### src/rtl/pulse_period_meter.sv
// Measures the spacing in clocks between rising edges of i_pulse, range-checks
// each period against EXPECTED +/- TOL and flags loss of the tick as a timeout.
module pulse_period_meter #(
  parameter int W          = 20,
  parameter int MAX_PERIOD = 1000000,
  parameter int EXPECTED   = 416667,
  parameter int TOL        = 0
) (
  input  logic         i_clk,
  input  logic         i_reset,
  input  logic         i_pulse,
  output logic [W-1:0] o_period,
  output logic         o_valid,
  output logic         o_in_range,
  output logic         o_timeout,
  output logic         o_measuring
);

  localparam logic [0:0] ST_IDLE    = 1'b0;
  localparam logic [0:0] ST_MEASURE = 1'b1;

  localparam logic [W-1:0] MAX_W = W'(MAX_PERIOD);

  // Bounds at 64-bit width so EXPECTED+TOL cannot wrap; a negative low bound clamps to 0.
  localparam longint      LO_RAW = longint'(EXPECTED) - longint'(TOL);
  localparam longint      HI_RAW = longint'(EXPECTED) + longint'(TOL);
  localparam logic [63:0] LO     = (LO_RAW < 0) ? 64'd0 : 64'(LO_RAW);
  localparam logic [63:0] HI     = 64'(HI_RAW);

  logic [0:0]   state_q, state_d;
  logic [W-1:0] cnt_q, cnt_d;
  logic         pulse_q;
  logic [W-1:0] period_q, period_d;
  logic         valid_q, valid_d;
  logic         in_range_q, in_range_d;
  logic         timeout_q, timeout_d;

  logic         edge_w;
  logic [63:0]  cnt_ext;
  logic         in_range_w;

  assign edge_w     = i_pulse & ~pulse_q;
  assign cnt_ext    = 64'(cnt_q);
  assign in_range_w = (cnt_ext >= LO) && (cnt_ext <= HI);

  always_comb begin
    state_d    = state_q;
    cnt_d      = cnt_q;
    period_d   = period_q;
    valid_d    = 1'b0;
    in_range_d = in_range_q;
    timeout_d  = timeout_q;
    case (state_q)
      ST_IDLE: begin
        cnt_d = '0;
        if (edge_w) begin
          cnt_d     = W'(1);
          state_d   = ST_MEASURE;
          timeout_d = 1'b0;
        end
      end
      default: begin
        // An edge on the terminal count still wins over the timeout.
        if (edge_w) begin
          period_d   = cnt_q;
          valid_d    = 1'b1;
          in_range_d = in_range_w;
          cnt_d      = W'(1);
        end else if (cnt_q == MAX_W) begin
          timeout_d = 1'b1;
          cnt_d     = '0;
          state_d   = ST_IDLE;
        end else begin
          cnt_d = cnt_q + W'(1);
        end
      end
    endcase
  end

  always_ff @(posedge i_clk or posedge i_reset) begin
    if (i_reset) begin
      state_q    <= ST_IDLE;
      cnt_q      <= '0;
      pulse_q    <= 1'b0;
      period_q   <= '0;
      valid_q    <= 1'b0;
      in_range_q <= 1'b0;
      timeout_q  <= 1'b0;
    end else begin
      state_q    <= state_d;
      cnt_q      <= cnt_d;
      pulse_q    <= i_pulse;
      period_q   <= period_d;
      valid_q    <= valid_d;
      in_range_q <= in_range_d;
      timeout_q  <= timeout_d;
    end
  end

  assign o_period    = period_q;
  assign o_valid     = valid_q;
  assign o_in_range  = in_range_q;
  assign o_timeout   = timeout_q;
  assign o_measuring = (state_q == ST_MEASURE);

endmodule

### config.mk
export PLATFORM = sky130hd
export DESIGN_NAME = pulse_period_meter
export DESIGN_NICKNAME = d
export VERILOG_FILES = /design/src/rtl/pulse_period_meter.sv
export SDC_FILE = /design/constraint.sdc
export NUM_CORES = 1
export LEC_CHECK = 0
export BUFFER_PORTS_ARGS = -buffer_cell sky130_fd_sc_hd__buf_2
export CAP_MARGIN = 5
export CORE_MARGIN = 4
export CORE_UTILIZATION = 56
export CTS_CLUSTER_SIZE = 8
export DETAILED_ROUTE_END_ITERATION = 8
export PLACE_DENSITY = 0.74
export SETUP_SLACK_MARGIN = 0.02
export SLEW_MARGIN = 5
export SYNTH_ARGS = -nofsm -noshare
export SYNTH_HDL_FRONTEND = slang
export SYNTH_SLANG_ARGS = --single-unit
export TNS_END_PERCENT = 20
### constraint.sdc
create_clock -name i_clk -period 2.45 [get_ports i_clk]
set_input_delay 0 -clock i_clk [delete_from_list [all_inputs] [get_ports i_clk]]
set_output_delay 0 -clock i_clk [all_outputs]
set_load 0.005 [all_outputs]
---- Word-level counts from Yosys, hierarchy flattened ----
Index checks and enable logic that the tools add are counted.
word-level totals
  logic and storage cells ................. 32
  output and inout bits ................... 24
  register bits after elaboration ......... 45
operators by class
  reductions and logical operators ........ 5
  add/subtract/negate cells ............... 1
  equality and inequality tests ........... 2
  magnitude comparators ................... 2
  bitwise logic cells ..................... 2
  muxes and demuxes ....................... 13
operators with widths
  cell                     count
  $mux W20                 3
  $add A20 B1 Y20 const B  1
  $eq A20 B20 Y1 const B   1
  $ge A20 B19 Y1 const B   1
  $le A20 B19 Y1 const B   1
  $mux W1                  10
  $reduce_bool A2 Y1       2
  $reduce_and A3 Y1        1
  $ne A2 B2 Y1 const B     1
  $reduce_and A2 Y1        1
  $and A1 B1 Y1            1
  $logic_and A1 B1 Y1      1
  $not A1 Y1               1

---- Logic depth before layout (Yosys ltp) ----
Gate-level depths: netlist (run 1).
  depth in word-level cells ............... 4
  mapped depth ............................ 7
  depth with buffers taken out ............ 6

---- Worst setup path before layout (run 1) ----
No wires, ideal clock.
  path type ............................... reg-to-reg
  start ................................... register cnt_q[0]
  end ..................................... register cnt_q[18]
  library setup time ...................... 0.080 ns
  cell stages (with the launch flop) ...... 7
  setup slack ............................. 0.501 ns
  arrival time ............................ 1.869 ns
  period minus slack after synthesis ...... 1.949 ns
  data required time ...................... 2.370 ns
  path buffers ............................ 1
  path through ............................ dfrtp_1 -> ha_1 -> nand2_1 -> or4_1 -> buf_2 -> or4_1 -> a21oi_1
on the way
  longest elaborated chain between the ends .. 4
ends and longest elaborated chain
  what                                                      RTL line  text
  start: declaration                                        31        logic [W-1:0] cnt_q, cnt_d;
  start signal: assignment                                  91        cnt_q <= cnt_d;
  $add A20 B1 Y20 / $eq A20 B20 Y1 (equally long branches)  74, 69
  $mux W20 *                                                69        end else if (cnt_q == MAX_W) begin
  $mux W20 *                                                64        if (edge_w) begin
  $mux W20 *                                                53        case (state_q)
  named net cnt_d[18]                                       31
Mark *: on every way through the listed nets, which the timed path passes. The rest lies on a longest branch.
A chain may end at the register's enable or synchronous reset.

---- Worst setup path after layout (run 1) ----
Ends and elaborated chain as after synthesis.

==> impl_metrics.ini, run 1 <==
[status]
status = complete, no violations

[logic_synthesis]
synth_edf_count = 0
ys_seq_area_share_pct = 57.6
ys.warnings.count = 0
synthArstFlopShare_pct = 100
synth_seq_cells = 45
netlist_top_cells_area = dfrtp_1 (58%), mux2_2 (7.5%), o21ai_0 (3.8%)
yosys.area.top_type = dfrtp_1
synth.distinct_cells = 29
synth_area_sq_um = 1950
avgSynthCellArea_sq_um = 10.9
synthCells = 179
synth_ff_type = dfrtp_1
synth_nets = 184
synth_top_area_share_pct = 57.6

[sta]
finalMaxSlewViolations = 0
setup_ws_ns = 0.332
tightest_slew_ns = 0.547
hold_viol = 0
rsz0062_at_grt = false
fin_skew_ns = 0.0103
min_period_over_period_pct = 86.4
max_slew_margin_pct = 63.5
tns_ns = 0
clock.fmax_mhz = 472
period_needed_ns = 2.12
final-setup-viol-count = 0

[die]
die_y_um = 67.1
row_count = 21
fp.coreArea_sq_um = 3360
start_util_pct = 58.1
die_area_sq_um = 4500
io_pins = 27
fp.dieW_um = 67.1

[placed_design]
dp_cells = 247
dpl.hpwl_um = 2650
pre_cts_slack_ns = 0.353
placed_area_sq_um = 2140
globalplace.congestion = 0.915
numPortBuffers = 26

[min_path]
hold_class = input port to async pin

[setup_path]
required_ns = 2.74
critPathMaxFanout = 7
crit_arrival_ns = 2.41
path_class = flop to flop
rrSetupSlack_ns = 0.33
end_kind = flop
startpoint_type = flop

[global_routing]
antenna_found_initial = 0
grt_pass1_vias = 1276
grt_usage_pct = 18.8
grt_max_degree = 46
grt_pass1_wl_um = 6130
grt-ovfl-total = 0

[clock_tree]
cts_tree = done
postCtsResizedCells = 0
cts_setup_buffers = 0
cts_sinks = 45
clock_latency_ns = 0.36
cts-root-buf = clkbuf_4
htree_levels = 2
clockBufferDepth = 2
numCtsBuffers = 5
ctsHoldBuffers = 2
cts.clk_slew.worst_paths_ns = 0.13

[power]
power_leakage_uw = 0.00109
ir_drop_mv = 0.683
p_clk_share_pct = 34.6
switching_power_uw = 389
pwr-share-comb_pct = 11.2
sw_frac_of_total_pct = 24.6
cell_internal_pwr_uw = 1190
cellPowerDensity_nw_per_um2 = 701
seq_power_share_pct = 54.2

[final_layout]
stdcell_count = 257
antenna_cells = 0
final_nets = 215
multi_input_area_sq_um = 762
layout.area.seq_sq_um = 1130
fin_area_sq_um = 2260
drive_above_1_share_pct = 24.6
nFillCells = 279
synthToLayoutAreaGrowth_pct = 15.6

[drt]
drc = 0
vias_per_cell = 5.54
drt_iter0_markers = 99
wl_um = 3690
wire_per_inst_um = 14.3
final_antenna_net_count = 0
dr_total_vias = 1425
first_pass_iters = 4

[run]
drv_cap = 0
[Yosys cell counts, drive strengths merged, types with 5 or more instances]
library cell,number
dfrtp,45
nand2,17
a21oi,7
or4,5
nand4,5
mux2,13
o21ai,15
xnor2,8
nor2,14
nor3,5
clkbuf,5
inv,10
or3,5
[layer usage]
metal  part of all wire (%)  global-route usage [%]  vias to the layer above
li1                       -                       -                      686
met4                    1.5                    6.84                        0
met1                     43                    25.4                      686
met3                    6.8                    5.06                        4
met2                     49                    29.0                       49
met5                      0                       0                        -
[sequential cells by signal (all words and copies together), names as in the netlist]
name and flops:
o_timeout 1, o_valid 1, o_in_range 1, pulse_q 1, o_period 20, o_measuring 1
cnt_q 20
[power by group through the flow]
| stage | logic [uW] | clock network [uW] | registers, uW |
|---|---|---|---|
| 2_1_floorplan | 137 | 0 | 848 |
| 3_5_place_dp | 180 | 0 | 874 |
| 5_1_grt | 204 | 588 | 868 |
| 4_1_cts | 183 | 554 | 860 |
| 6_report | 178 | 547 | 858 |
| 3_3_place_gp | 176 | 0 | 866 |
[critical path, cell delays in order (launching register included)]
cell     delay (ns)
dfrtp_1        0.41
ha_1           0.23
nand2_1        0.10
or4_1          0.64
or4_1          0.51
a21oi_1        0.16
[final timing paths]
check / from / to / cells past startpoint
max in group asynchronous: i_reset / cnt_q[5]$_DFF_PP0_ / 4
hold / removal: i_reset / o_period[18]$_DFFE_PP0P_ / 4
setup reg to reg: cnt_q[0]$_DFF_PP0_ / cnt_q[18]$_DFF_PP0_ / 5
hold reg to reg: o_period[1]$_DFFE_PP0P_ / o_period[1]$_DFFE_PP0P_ / 2
min in group i_clk: i_pulse / pulse_q$_DFF_PP0_ / 2
setup / recovery: cnt_q[0]$_DFF_PP0_ / cnt_q[18]$_DFF_PP0_ / 5
[through the flow]
stage                     hold WS [ns]  util, %  total power, uW
after floorplan                 0.0314        -              985
after global placement           0.137     63.5             1040
after detailed placement         0.143     63.5             1050
after CTS                        0.310     67.2             1600
after global routing             0.312     67.2             1660
final                            0.309     67.2             1580
[cell families (layout without fill, tap and decap cells)]
logic type / Yosys count / in the layout / share of synthesized area [%]
AOI/OAI and AO/OA: 27 / 27 / 7.62
xor gates and xnor gates: 11 / 11 / 4.93
adders and majority gates: 2 / 2 / 1.28
buffers and inverters: 17 / 49 / 3.39
DFF: 45 / 45 / 57.6
muxes: 13 / 13 / 7.49
and+or+nand+nor: 64 / 64 / 17.7
[layout make-up]
class / count / share of cell area, %
multi-input cells: 117 / 33.7
inverters: 10 / 1.66
clock buffers: 5 / 1.66
flip-flops and latches: 45 / 49.9
repair buffers: 31 / 7.65
clock inverters: 3 / 2.88
well taps: 46 / 2.55
[cell usage in the layout (no fill, tap or decap)]
| cell | instances |
|---|---|
| o21bai_1 | 1 |
| mux2_2 | 13 |
| ha_1 | 2 |
| xnor2_1 | 8 |
| nor4b_1 | 2 |
| xor2_1 | 3 |
| bufinv_16 | 2 |
| dlygate4sd3_1 | 2 |
| clkbuf_4 | 5 |
| nand3_1 | 4 |
| nor2_1 | 14 |
| nand4_4 | 1 |
| inv_1 | 10 |
| o31ai_1 | 3 |
| o41ai_1 | 1 |
| and2_1 | 1 |
| or3_1 | 5 |
| nor3_1 | 5 |
| nor2b_1 | 1 |
| nand3b_1 | 1 |
| clkinv_2 | 1 |
| buf_4 | 3 |
| dfrtp_1 | 45 |
| or2_2 | 1 |
| nand2b_1 | 1 |
| nand4b_1 | 1 |
| buf_2 | 26 |
| nand2_1 | 17 |
| a21oi_1 | 7 |
| nand4_1 | 4 |
| nor4bb_1 | 1 |
| o21ai_0 | 15 |
| or4_1 | 5 |
(Power assumes the default switching activity.)
==> run 2, diff against run 1 <==
- RECOVER_POWER: default -> 25
==> run 2 against run 1 <==
Net effect: hold slack gained 0.029 ns; fmax did not move; wire length about the same; critical path type unchanged; design area fell by 0.17%; largest cell class unchanged; die area did not move; power about the same; non-clock buffer count stayed put; critical path depth stayed put; global-route usage stayed put; cell count did not move; first-iteration DRC count is 2.0% lower.
==> impl_metrics.ini, run 2 (same netlist as run 1, synthesis figures left out) <==
[power]
p_clk_share_pct = 34.6
cell_internal_pwr_uw = 1190
sw_frac_of_total_pct = 24.6
finalPower_uw = 1580
seq_power_share_pct = 54.2
power_leakage_uw = 0.00108
pwr-share-comb_pct = 11.2
ir_drop_mv = 0.683
switching_power_uw = 389
cellPowerDensity_nw_per_um2 = 702

[global_routing]
grt_max_degree = 46
grt-ovfl-total = 0
grt_pass1_wl_um = 6130
antenna_found_initial = 0
grt_usage_pct = 18.8
grt_pass1_vias = 1276

[sta]
hold_viol = 0
min_period_over_period_pct = 86.4
rsz0062_at_grt = false
final-setup-viol-count = 0
period_needed_ns = 2.12
finalMaxSlewViolations = 0
clock.fmax_mhz = 472
max_slew_margin_pct = 29.0
fin_skew_ns = 0.0103
tightest_slew_ns = 1.07
tns_ns = 0

[final_layout]
final_nets = 215
synthToLayoutAreaGrowth_pct = 15.4
final_common_cell = dfrtp_1
drive_above_1_share_pct = 24.2
final_cell_mix = dfrtp_1 (45), buf_2 (25), nand2_1 (17), o21ai_0 (15), nor2_1 (14)
antenna_cells = 0

[clock_tree]
cts_setup_buffers = 0
clockBufferDepth = 2
cts-root-buf = clkbuf_4
numCtsBuffers = 5
postCtsResizedCells = 0
clock_latency_ns = 0.36
cts_tree = done
cts.clk_slew.worst_paths_ns = 0.13
htree_levels = 2
cts_sinks = 45

[die]
die_y_um = 67.1
start_util_pct = 58.1
io_pins = 27
die_area_sq_um = 4500
fp.coreArea_sq_um = 3360
fp.dieW_um = 67.1
row_count = 21

[drt]
wl_um = 3680
drc = 0
dr_total_vias = 1424
drt_iter0_markers = 97
wire_per_inst_um = 14.3
final_antenna_net_count = 0
first_pass_iters = 4
vias_per_cell = 5.54

[setup_path]
cpMostUsedCell = or4_1
rrSetupSlack_ns = 0.33
crit_chain = ha_1, nand2_1, or4_1, or4_1, a21oi_1
crit_arrival_ns = 2.41
worst-path-buf-inv = 0
crit_cells = 5
end_kind = flop
slowest_delay_ns = 0.64
cp-endpoint = cnt_q[18]$_DFF_PP0_
r2r_cells = 5
critPathMaxFanout = 7
path_class = flop to flop
timing.rr.start = cnt_q[0]$_DFF_PP0_
startpoint_type = flop
rr_endpoint = cnt_q[18]$_DFF_PP0_
cp_top_family = simple AND/OR/NAND/NOR gates
crit_path_top_delay_cell = or4_1
required_ns = 2.74
startpoint = cnt_q[0]$_DFF_PP0_

[status]
status = complete, no violations

[placed_design]
globalplace.congestion = 0.915
numPortBuffers = 26
dpl.hpwl_um = 2650

[min_path]
hold_class = input port to flop
holdPathStages = 2

[run]
drv_cap = 0
## run 2: cell types whose count changed in the layout (fill, tap and decap cells not counted), sizes merged
cell and delta:
clkbuf +2, buf -2
## run 2: power by group through the flow
| stage | Sequential [uW] | Clock (uW) | Combinational [uW] |
|---|---|---|---|
| floorplan | 848 | 0 | 137 |
| global placement | 866 | 0 | 176 |
| detailed placement | 874 | 0 | 180 |
| CTS | 860 | 554 | 183 |
| global route | 868 | 588 | 203 |
| finish | 858 | 547 | 177 |
## run 2: worst min path at each step
stage | startpoint | end | slack, ns
finish | i_pulse | pulse_q$_DFF_PP0_ | 0.34
global route | i_pulse | pulse_q$_DFF_PP0_ | 0.34
CTS | i_pulse | pulse_q$_DFF_PP0_ | 0.31
detailed placement | i_pulse | pulse_q$_DFF_PP0_ | 0.14
global placement | i_pulse | pulse_q$_DFF_PP0_ | 0.14
floorplan | i_pulse | pulse_q$_DFF_PP0_ | 0.03
## run 2: final cells by class
class	instances	area [sq um]
flip-flops and latches	45	1130
repair buffers	31	169
clock buffers	5	37.5
inverters	10	37.5
multi-input cells	117	762
fillers	281	1110
well taps	46	57.6
clock inverters	3	65.1
## run 2: layer usage
metal / global-route usage (%) / vias up / share of wire, %
li1: - / 686 / -
met1: 25.4 / 685 / 43
met2: 29.0 / 49 / 49
met3: 5.06 / 4 / 6.8
met4: 6.84 / 0 / 1.5
met5: 0 / - / 0
## run 2: timing repair
item	in CTS	in global routing
endpoints found under the setup margin	0	0
hold endpoints to repair	48	0
hold buffers	2	0
## run 2: through the flow
stage	instances	worst slack, ns	hold WS [ns]	cell area [sq um]	utilization (%)
final	257	0.332	0.338	2250	67.0
after global routing	257	0.207	0.341	2250	67.0
after CTS	257	0.327	0.310	2260	67.2
after detailed placement	247	0.353	0.143	2140	63.5
after global placement	247	0.423	0.137	2140	63.5
after floorplan	179	0.501	0.0314	1950	-
==> run 3, diff against run 2 <==
- ABC_AREA: default -> 1
- CORE_UTILIZATION: 56 -> 57
- PLACE_DENSITY: 0.74 -> 0.75
==> run 3 against run 2 <==
Net effect: non-clock buffer count down 1; fmax up 42%; clock power down 18%; register-to-register slack better by 0.63 ns; highest routed layer unchanged.
==> impl_metrics.ini, run 3 <==
[power]
ir_drop_mv = 0.407
power_leakage_uw = 0.00115
cellPowerDensity_nw_per_um2 = 603
finalPower_uw = 1450

[die]
start_util_pct = 58.6
fp.dieW_um = 69.3
io_pins = 27
die_y_um = 69.3
row_count = 22
fp.coreArea_sq_um = 3660
die_area_sq_um = 4810

[logic_synthesis]
synth_nets = 267
yosysMostFrequentCell = nand2_1
synthArstFlopShare_pct = 100
synth_edf_count = 0
yosys.area.top_type = dfrtp_1
avgSynthCellArea_sq_um = 8.19
synth_ff_type = dfrtp_1
netlist_top_cells_area = dfrtp_1 (53%), nand2_1 (13%), nor2_1 (7.0%)
netlist_top_cells_count = nand2_1 (72), dfrtp_1 (45), nor2_1 (40)
synth_seq_cells = 45
ys.warnings.count = 0
synthCells = 262
synth_top_area_share_pct = 52.5
synth_area_sq_um = 2140
synth.distinct_cells = 26
ys_seq_area_share_pct = 52.5

[placed_design]
dp_cells = 333
globalplace.congestion = 0.942
numPortBuffers = 26
dpl.hpwl_um = 3220

[sta]
holdWs_ns = 0.346
tightest_slew_ns = 0.969
clock.fmax_mhz = 670
max_slew_margin_pct = 35.0
period_needed_ns = 1.49
final-setup-viol-count = 0
rsz0062_at_grt = false
min_period_over_period_pct = 60.9
hold_viol = 0
tns_ns = 0
fin_skew_ns = 0.00801
finalMaxSlewViolations = 0

[drt]
wl_um = 4290
final_antenna_net_count = 0
dr_total_vias = 1732
drc = 0
vias_per_cell = 5.06
wire_per_inst_um = 12.5
first_pass_iters = 4
drt_iter0_markers = 174

[clock_tree]
cts_tree = done
cts_setup_buffers = 0
cts-root-buf = clkbuf_8
clockBufferDepth = 2
cts_sinks = 45
htree_levels = 2
clock_latency_ns = 0.30
cts.clk_slew.worst_paths_ns = 0.08
numCtsBuffers = 5

[setup_path]
startpoint_type = flop
crit_cells = 7
path_class = flop to flop
slowest_delay_ns = 0.40
crit_arrival_ns = 1.67
crit_chain = ha_1, nand2_1, nor2_2, nand2_1, nor2_1, xor2_1, nor2_1
startpoint = cnt_q[1]$_DFF_PP0_
timing.rr.start = cnt_q[1]$_DFF_PP0_
required_ns = 2.63
critPathMaxFanout = 4
r2r_cells = 7
end_kind = flop
cp_top_family = simple AND/OR/NAND/NOR gates
crit_path_top_delay_cell = dfrtp_1
worst-path-buf-inv = 0

[final_layout]
stdcell_count = 342
final_common_cell = nand2_1
final_nets = 299
nFillCells = 322
drive_above_1_share_pct = 15.0
synthToLayoutAreaGrowth_pct = 12.5
antenna_cells = 0
final_cell_mix = nand2_1 (72), dfrtp_1 (45), nor2_1 (40), inv_1 (19)

[global_routing]
grt_pass1_vias = 1623
grt-ovfl-total = 0
grt_pass1_wl_um = 7610
grt_usage_pct = 19.6
antenna_found_initial = 0
grt_max_degree = 39

[status]
status = complete, no violations

[run]
drv_cap = 0

[min_path]
hold_class = input port to async pin
-- run 3: worst reg2reg max path: stages (launching register included) --
cell	delay (ns)
dfrtp_1	0.40
ha_1	0.21
nand2_1	0.11
nor2_2	0.14
nand2_1	0.14
nor2_1	0.15
xor2_1	0.18
nor2_1	0.06
-- run 3: metal layers --
| metal | global-route usage, % | vias up | part of all wire (%) |
|---|---|---|---|
| met5 | 0 | - | 0 |
| met4 | 6.51 | 0 | 1.9 |
| met3 | 4.64 | 8 | 5.8 |
| met2 | 28.7 | 48 | 44 |
| met1 | 28.6 | 795 | 49 |
| li1 | - | 881 | - |
-- run 3: kinds of logic after synthesis --
family / synth area share [%]
and+or+nand+nor: 31.4
buffers and inverters: 5.95
xor gates and xnor gates: 3.27
adders and majority gates: 1.17
AOI/OAI and AO/OA: 5.72
DFF: 52.5
-- run 3: final timing paths --
check | endpoint | slack (ns)
setup / recovery | cnt_q[10]$_DFF_PP0_ | 0.96
hold / removal | o_period[2]$_DFFE_PP0P_ | 0.35
setup reg to reg | cnt_q[10]$_DFF_PP0_ | 0.96
hold reg to reg | o_period[16]$_DFFE_PP0P_ | 0.48
max in group asynchronous | cnt_q[9]$_DFF_PP0_ | 1.40
min in group i_clk | pulse_q$_DFF_PP0_ | 0.36
-- run 3: cell type report --
type	instances	area, sq um	area share (%)
Timing Repair Buffer	30	151	6.28
Tap cell	48	60.1	2.49
Clock buffer	7	86.3	3.58
Multi-Input combinational cell	186	891	36.9
Sequential cell	45	1130	46.7
Inverter	26	97.6	4.05
-- run 3: what timing repair did --
item                                   CTS  global route
resized for setup                        0             0
endpoints found under the hold margin   28             0
hold buffers                             2             0
-- run 3: power breakdown --
part	total [uW]	switching, uW	internal [uW]
clock network	450	227	224
logic	169	105	63.8
registers	836	43.0	793
-- run 3: per-stage QoR --
stage	area (sq um)	setup WS [ns]	util, %
6_report	2410	0.958	65.9
5_1_grt	2410	0.841	65.9
4_1_cts	2430	0.958	66.3
3_5_place_dp	2320	1.04	63.4
3_3_place_gp	2320	1.07	63.4
2_1_floorplan	2140	1.13	-
